[src/rtl/sr_latch_ctrl_if.sv]
// Requester-side handshake bundle for sr_latch_ctrl: per-requester valid/op and one-hot ready.
interface sr_latch_ctrl_if #(
    parameter int unsigned NREQ = 4
);
    logic [NREQ-1:0] req_valid;
    logic [NREQ-1:0] req_set;
    logic [NREQ-1:0] req_ready;

    modport master (output req_valid, output req_set, input req_ready);
    modport slave  (input req_valid, input req_set, output req_ready);
endinterface

[src/rtl/sr_latch_ctrl.sv]
// Round-robin sequencer of set/clear pulses onto a shared SR latch; S and R never overlap.
// Optional post-operation Q readback check enabled by defining SR_VERIFY_EN.
module sr_latch_ctrl #(
    parameter int unsigned NREQ    = 4,
    parameter int unsigned PULSE_W = 2,
    parameter int unsigned GAP_W   = 1,
    localparam int unsigned IDW    = $clog2(NREQ)
) (
    input  logic           clk,
    input  logic           rst_n,
    sr_latch_ctrl_if.slave req,
    input  logic           q_in,
    output logic           S,
    output logic           R,
    output logic           busy,
    output logic           done,
    output logic [IDW-1:0] done_id,
    output logic           err
);

    localparam int unsigned CNT_MAX = (PULSE_W > GAP_W) ? PULSE_W : GAP_W;
    localparam int unsigned CW      = $clog2(CNT_MAX + 1);

    typedef enum logic [1:0] {StIdle, StPulse, StGap, StCheck} state_e;

    state_e          state_q, state_d;
    logic [CW-1:0]   cnt_q, cnt_d;
    logic [IDW-1:0]  rr_q, rr_d;
    logic [IDW-1:0]  id_q, id_d;
    logic            op_q, op_d;
    logic            s_q, s_d, r_q, r_d;
    logic            busy_q, busy_d;
    logic            done_q, done_d;
    logic [IDW-1:0]  done_id_q, done_id_d;
    logic            err_q, err_d;
    logic            grant_found;
    logic [IDW-1:0]  grant_idx;
    logic [NREQ-1:0] ready;

    function automatic logic [IDW-1:0] wrap_add(input logic [IDW-1:0] base, input int unsigned k);
        return IDW'((32'(base) + k) % NREQ);
    endfunction

    // First valid requester at or after rr_q, wrapping modulo NREQ.
    always_comb begin
        grant_found = 1'b0;
        grant_idx   = '0;
        for (int unsigned k = 0; k < NREQ; k++) begin
            if (!grant_found && req.req_valid[wrap_add(rr_q, k)]) begin
                grant_found = 1'b1;
                grant_idx   = wrap_add(rr_q, k);
            end
        end
    end

    always_comb begin
        ready = '0;
        if (state_q == StIdle && rst_n && grant_found) begin
            ready[grant_idx] = 1'b1;
        end
    end

    assign req.req_ready = ready;

    always_comb begin
        state_d   = state_q;
        cnt_d     = cnt_q;
        rr_d      = rr_q;
        id_d      = id_q;
        op_d      = op_q;
        s_d       = 1'b0;
        r_d       = 1'b0;
        done_d    = 1'b0;
        done_id_d = done_id_q;
        err_d     = err_q;
        unique case (state_q)
            StIdle: begin
                if (grant_found) begin
                    state_d = StPulse;
                    id_d    = grant_idx;
                    op_d    = req.req_set[grant_idx];
                    rr_d    = wrap_add(grant_idx, 1);
                    cnt_d   = '0;
                    s_d     = req.req_set[grant_idx];
                    r_d     = ~req.req_set[grant_idx];
                end
            end
            StPulse: begin
                if (cnt_q == CW'(PULSE_W - 1)) begin
                    state_d = StGap;
                    cnt_d   = '0;
                end else begin
                    cnt_d = cnt_q + CW'(1);
                    s_d   = op_q;
                    r_d   = ~op_q;
                end
            end
            StGap: begin
                if (cnt_q == CW'(GAP_W - 1)) begin
                    cnt_d = '0;
`ifdef SR_VERIFY_EN
                    state_d = StCheck;
`else
                    state_d   = StIdle;
                    done_d    = 1'b1;
                    done_id_d = id_q;
`endif
                end else begin
                    cnt_d = cnt_q + CW'(1);
                end
            end
`ifdef SR_VERIFY_EN
            StCheck: begin
                state_d   = StIdle;
                done_d    = 1'b1;
                done_id_d = id_q;
                if (q_in != op_q) begin
                    err_d = 1'b1;
                end
            end
`endif
            default: state_d = StIdle;
        endcase
        busy_d = (state_d != StIdle);
    end

`ifndef SR_VERIFY_EN
    logic unused_q_in;
    assign unused_q_in = q_in;
`endif

    always_ff @(posedge clk) begin
        if (!rst_n) begin
            state_q   <= StIdle;
            cnt_q     <= '0;
            rr_q      <= '0;
            id_q      <= '0;
            op_q      <= 1'b0;
            s_q       <= 1'b0;
            r_q       <= 1'b0;
            busy_q    <= 1'b0;
            done_q    <= 1'b0;
            done_id_q <= '0;
            err_q     <= 1'b0;
        end else begin
            state_q   <= state_d;
            cnt_q     <= cnt_d;
            rr_q      <= rr_d;
            id_q      <= id_d;
            op_q      <= op_d;
            s_q       <= s_d;
            r_q       <= r_d;
            busy_q    <= busy_d;
            done_q    <= done_d;
            done_id_q <= done_id_d;
            err_q     <= err_d;
        end
    end

    assign S       = s_q;
    assign R       = r_q;
    assign busy    = busy_q;
    assign done    = done_q;
    assign done_id = done_id_q;
    assign err     = err_q;

endmodule
[src/flat_wrapper.sv]
// flat-port wrapper written by rule: the top's interface ports become plain ports
module sr_latch_ctrl_flat 
#(
    parameter int unsigned NREQ    = 4,
    parameter int unsigned PULSE_W = 2,
    parameter int unsigned GAP_W   = 1,
    localparam int unsigned IDW    = $clog2(NREQ)
)
  (clk, rst_n, q_in, S, R, busy, done, done_id, err, req_req_valid, req_req_set, req_req_ready);
  sr_latch_ctrl_if #(.NREQ(NREQ)) req_i ();
  input  logic clk;
  input  logic rst_n;
  input  logic q_in;
  output logic S;
  output logic R;
  output logic busy;
  output logic done;
  output logic [IDW-1:0] done_id;
  output logic err;
  input wire logic [$bits(req_i.req_valid)-1:0] req_req_valid;
  input wire logic [$bits(req_i.req_set)-1:0] req_req_set;
  output wire logic [$bits(req_i.req_ready)-1:0] req_req_ready;
  assign req_i.req_valid = req_req_valid;
  assign req_i.req_set = req_req_set;
  assign req_req_ready = req_i.req_ready;
  sr_latch_ctrl #(.NREQ(NREQ), .PULSE_W(PULSE_W), .GAP_W(GAP_W)) u_core (.clk(clk), .rst_n(rst_n), .req(req_i), .q_in(q_in), .S(S), .R(R), .busy(busy), .done(done), .done_id(done_id), .err(err));
endmodule
[config.mk]
export PLATFORM = sky130hd
export DESIGN_NAME = sr_latch_ctrl_flat
export DESIGN_NICKNAME = d
export VERILOG_FILES = /design/src/rtl/sr_latch_ctrl_if.sv /design/src/rtl/sr_latch_ctrl.sv /design/src/flat_wrapper.sv
export SDC_FILE = /design/constraint.sdc
export NUM_CORES = 1
export LEC_CHECK = 0
export ABC_AREA = 1
export BUFFER_PORTS_ARGS = -buffer_cell sky130_fd_sc_hd__buf_4
export CAP_MARGIN = 20
export CORE_UTILIZATION = 28
export CTS_CLUSTER_SIZE = 8
export DETAILED_ROUTE_END_ITERATION = 6
export PLACE_DENSITY_LB_ADDON = 0.05
export REMOVE_ABC_BUFFERS = 1
export SKIP_LAST_GASP = 1
export SYNTH_ARGS = -nofsm -noshare
export SYNTH_HDL_FRONTEND = slang
export SYNTH_SLANG_ARGS = --single-unit
[constraint.sdc]
create_clock -name clk -period 2.6 [get_ports clk]
set_input_delay 0.52 -clock clk [delete_from_list [all_inputs] [get_ports clk]]
set_output_delay 0.52 -clock clk [all_outputs]
set_load 0.005 [all_outputs]
==> results.md <==
* Status: complete, no violations
* Row count at 23
* Maximum number of pins on one net before global-route repair at 11
* Reg power frac at between 20% and 30%
* Initial DRC count at 41
* Final total power at 0.00169 W
* Global route overflow at 0
* Post-route antenna net violation count at 0
* Number of max-cap violations at 0
* Antenna cells at 0
* Maximum clock path buffer count at 2
* Layout area overhead at 25.7%
* Crit path DAT at slightly below 2 ns
* Fin. Hold Viols at 0
* Post-DP Area at 1400 sq um
* Skew-Pair Late Insertion Delay at 0.25 ns
* Count of input and output buffers at 19
* Hold depth at 2
* Die area at 4520 sq um
* CTS tree: done
* Post-Route WL at 2680 um
* Clock Skew at 0.00343 ns
* Clk pin slew, worst setup/hold paths at roughly 0.060 ns
* Num CTS Buffers at 3
* Area leader, netlist: dfxtp_1
* Slew Viols, Final at 0
* CP startpoint kind: flip-flop
* First-pass GRT wire length at 4590 um
* Critical Path Most Common Cell: nand2_2
* Fraction of layout cells with a size suffix above 1 at 30.4%
* Die W at 67.2 um
* Required time of the worst setup path at around 2.1 ns
* # IOs at 22
* Nets@finish at between 200 and 250
* Syn Area/Cell at 6.65 sq um
* Hold_sp: u_core.op_q
* Worst-path cell chain: buf_6 > inv_8 > nand2_2 > nand3_1 > nand2_2 > nor2_4 > nand3_2 > inv_2 > nand2_1 > nand2_2 > ha_2 > inv_1 > nor2_1 > buf_4
* HP Class: flip-flop to flip-flop
* Crit-path max cell delay at 0.33 ns
* Crit Path Category: flip-flop to output pin
* Fin cells at 257
* Vias per cell at 4.29
* Combinational share of power at 68.5%
* Reg2Reg Depth at 12
* Final setup viols at 0
* Sequential cell area fraction in the yosys report at 25.2%
* P_leak at between 0.8 and 0.9 nW
* Switching Share at 48.6%
* Most area-consuming cells after synthesis: dfxtp_1 25%, nand2_1 14%, ha_1 13%
* GP Congestion at 0.740
* Avg WL per Cell at approximately 10 um
* Hold buffers post-CTS at 0
* Clk pwr share at 11.2%
* Worst R2R End: u_core.rr_q[1]
* Initial Utilization at 29.6%
* Critical path fanouts, max at 10
* DRT Pass-1 Iters at 4
* Final period utilization at 94.9%
* Minimum clock period at ~2.5 ns
* Mapped Area at 1190 sq um
* Synth Instances at roughly 180
* Fin area at 1500 sq um
* Yosys top cell area share at between 20 and 30%
* All-layer global routing usage at 13.3%
* P_int at 0.000865 W
* Number of antenna violations at the first check in global routing at 0
* Remaining DRCs at 0
* RSZ-0062 raised after global routing: yes
* Max H-tree Level at 1
* Clock root buffer: clkbuf_8
* VDD IR max at 0.439 mV
* Sink Count at 15
* Reg2reg setup slack at around 0.63 ns
* Synth warn at 0
* DP HPWL at 2150 um
* Synth Register Bits at 15
* F_max at 405 MHz
* Unique masters post-synth at 26
* Critical path's slowest cell: dfxtp_2
* R2r startpoint: u_core.rr_q[0]
* Hold Path End: u_core.S
* Pwr/cell area at 1130 nW/um^2
* Core area at 4030 sq um
* Net Switching at 0.000820 W
* Die span in y at 67.2 um
* Vias in the first global route at 1,068
* Placed cells at 249
* Fin util at between 30% and 40%
* Worst setup EP type: output pin
* Vias at 1,102
[layout make-up]
type                       instances  area (sq um)
clock buffer                       3          41.3
timing repair buffer              26           196
tap                               50          62.6
inverter                          33           134
multi-input combinational        129           756
fill                             451          2530
sequential                        15           303
clock inverter                     1          5.00
[power groups by stage]
stage                     Combinational, W  Clock, W  Sequential [W]
after floorplan                   0.000766         0        0.000352
after global placement             0.00107         0        0.000341
after detailed placement           0.00108         0        0.000341
after CTS                          0.00109  0.000198        0.000337
after global routing               0.00133  0.000209        0.000351
final                              0.00115  0.000189        0.000343
[worst max-delay path by stage]
stage	slack [ns]	start	endpoint
after floorplan	0.49	u_core.rr_q[0]	req_req_ready[2]
after global placement	0.19	req_req_valid[1]	req_req_ready[3]
after detailed placement	0.16	req_req_valid[1]	req_req_ready[0]
after CTS	0.06	u_core.rr_q[0]	req_req_ready[1]
after global routing	-0.03	u_core.rr_q[0]	req_req_ready[0]
final	0.13	u_core.rr_q[0]	req_req_ready[0]
[timing repair]
item	in CTS	in global routing
setup endpoints to repair	0	4
buffers inserted	0	3
endpoints found under the hold margin	0	0
resized for setup	0	10
[sequential cells by signal, indices dropped and copies added (netlist names)]
register / flops
u_core.rr_q: 2
u_core.R: 1
u_core.id_q: 2
u_core.done: 1
u_core.busy: 1
u_core.state_q: 2
u_core.cnt_q: 2
u_core.op_q: 1
u_core.done_id: 2
u_core.S: 1
[routing by layer]
metal  vias to the layer above  global-route usage [%]  part of all wire (%)  wire [um]
met2                        16                    23.1                    45       1200
met4                         0                    2.39                  0.63         17
met3                         4                    3.04                   3.3         89
met1                       475                    16.6                    51       1380
met5                         -                       0                     0          0
li1                        607                       -                     -          -
[cell families after synthesis]
| logic type | Yosys count | share of synthesized area, % |
|---|---|---|
| buffers and inverters | 35 | 12.8 |
| AOI/OAI and AO/OA | 21 | 10.2 |
| other | 1 | 0.315 |
| DFF | 15 | 25.2 |
| adders and majority gates | 12 | 12.6 |
| and+or+nand+nor | 95 | 38.9 |
[through the flow]
| step | setup TNS [ns] | setup WS [ns] | hold slack [ns] |
|---|---|---|---|
| floorplan | 0 | 0.492 | 0.455 |
| global placement | 0 | 0.192 | 0.469 |
| detailed placement | 0 | 0.162 | 0.475 |
| CTS | 0 | 0.0638 | 0.480 |
| global route | -0.0498 | -0.0272 | 0.490 |
| finish | 0 | 0.132 | 0.475 |
[cells in the mapped netlist]
cell / number
inv_8: 1
nor2_1: 19
buf_4: 1
o21a_1: 1
nand2_1: 45
dfxtp_1: 15
o21ai_0: 6
a22o_1: 1
inv_2: 2
o22ai_1: 1
buf_6: 1
inv_4: 1
a211oi_1: 2
nor2_4: 2
nand3_1: 7
nand2_4: 1
a21oi_1: 6
nand2_2: 12
ha_1: 12
inv_1: 28
nand4_1: 3
clkinv_1: 1
conb_1: 1
o21ai_1: 3
a21oi_2: 1
nand3_2: 6
[worst max-delay path: cells and delay by family, from the launching register on]
family	cells	cell delay (ns)
adder cells (fa/ha/maj)	1	0.17
buffers and inverters	5	0.44
AND/OR/NAND/NOR	8	0.76
flip-flops	1	0.33
[cell usage in the layout (no fill, tap or decap), types with 6 or more instances in the layout]
cell     Yosys  layout
nor2_1      19      18
nand3_1      7       6
dfxtp_1     15      13
nand2_2     12      12
ha_1        12      11
buf_4        1      24
a21oi_1      6       6
nand2_1     45      44
inv_1       28      28
nand3_2      6       7
(Power assumes the default switching activity.)
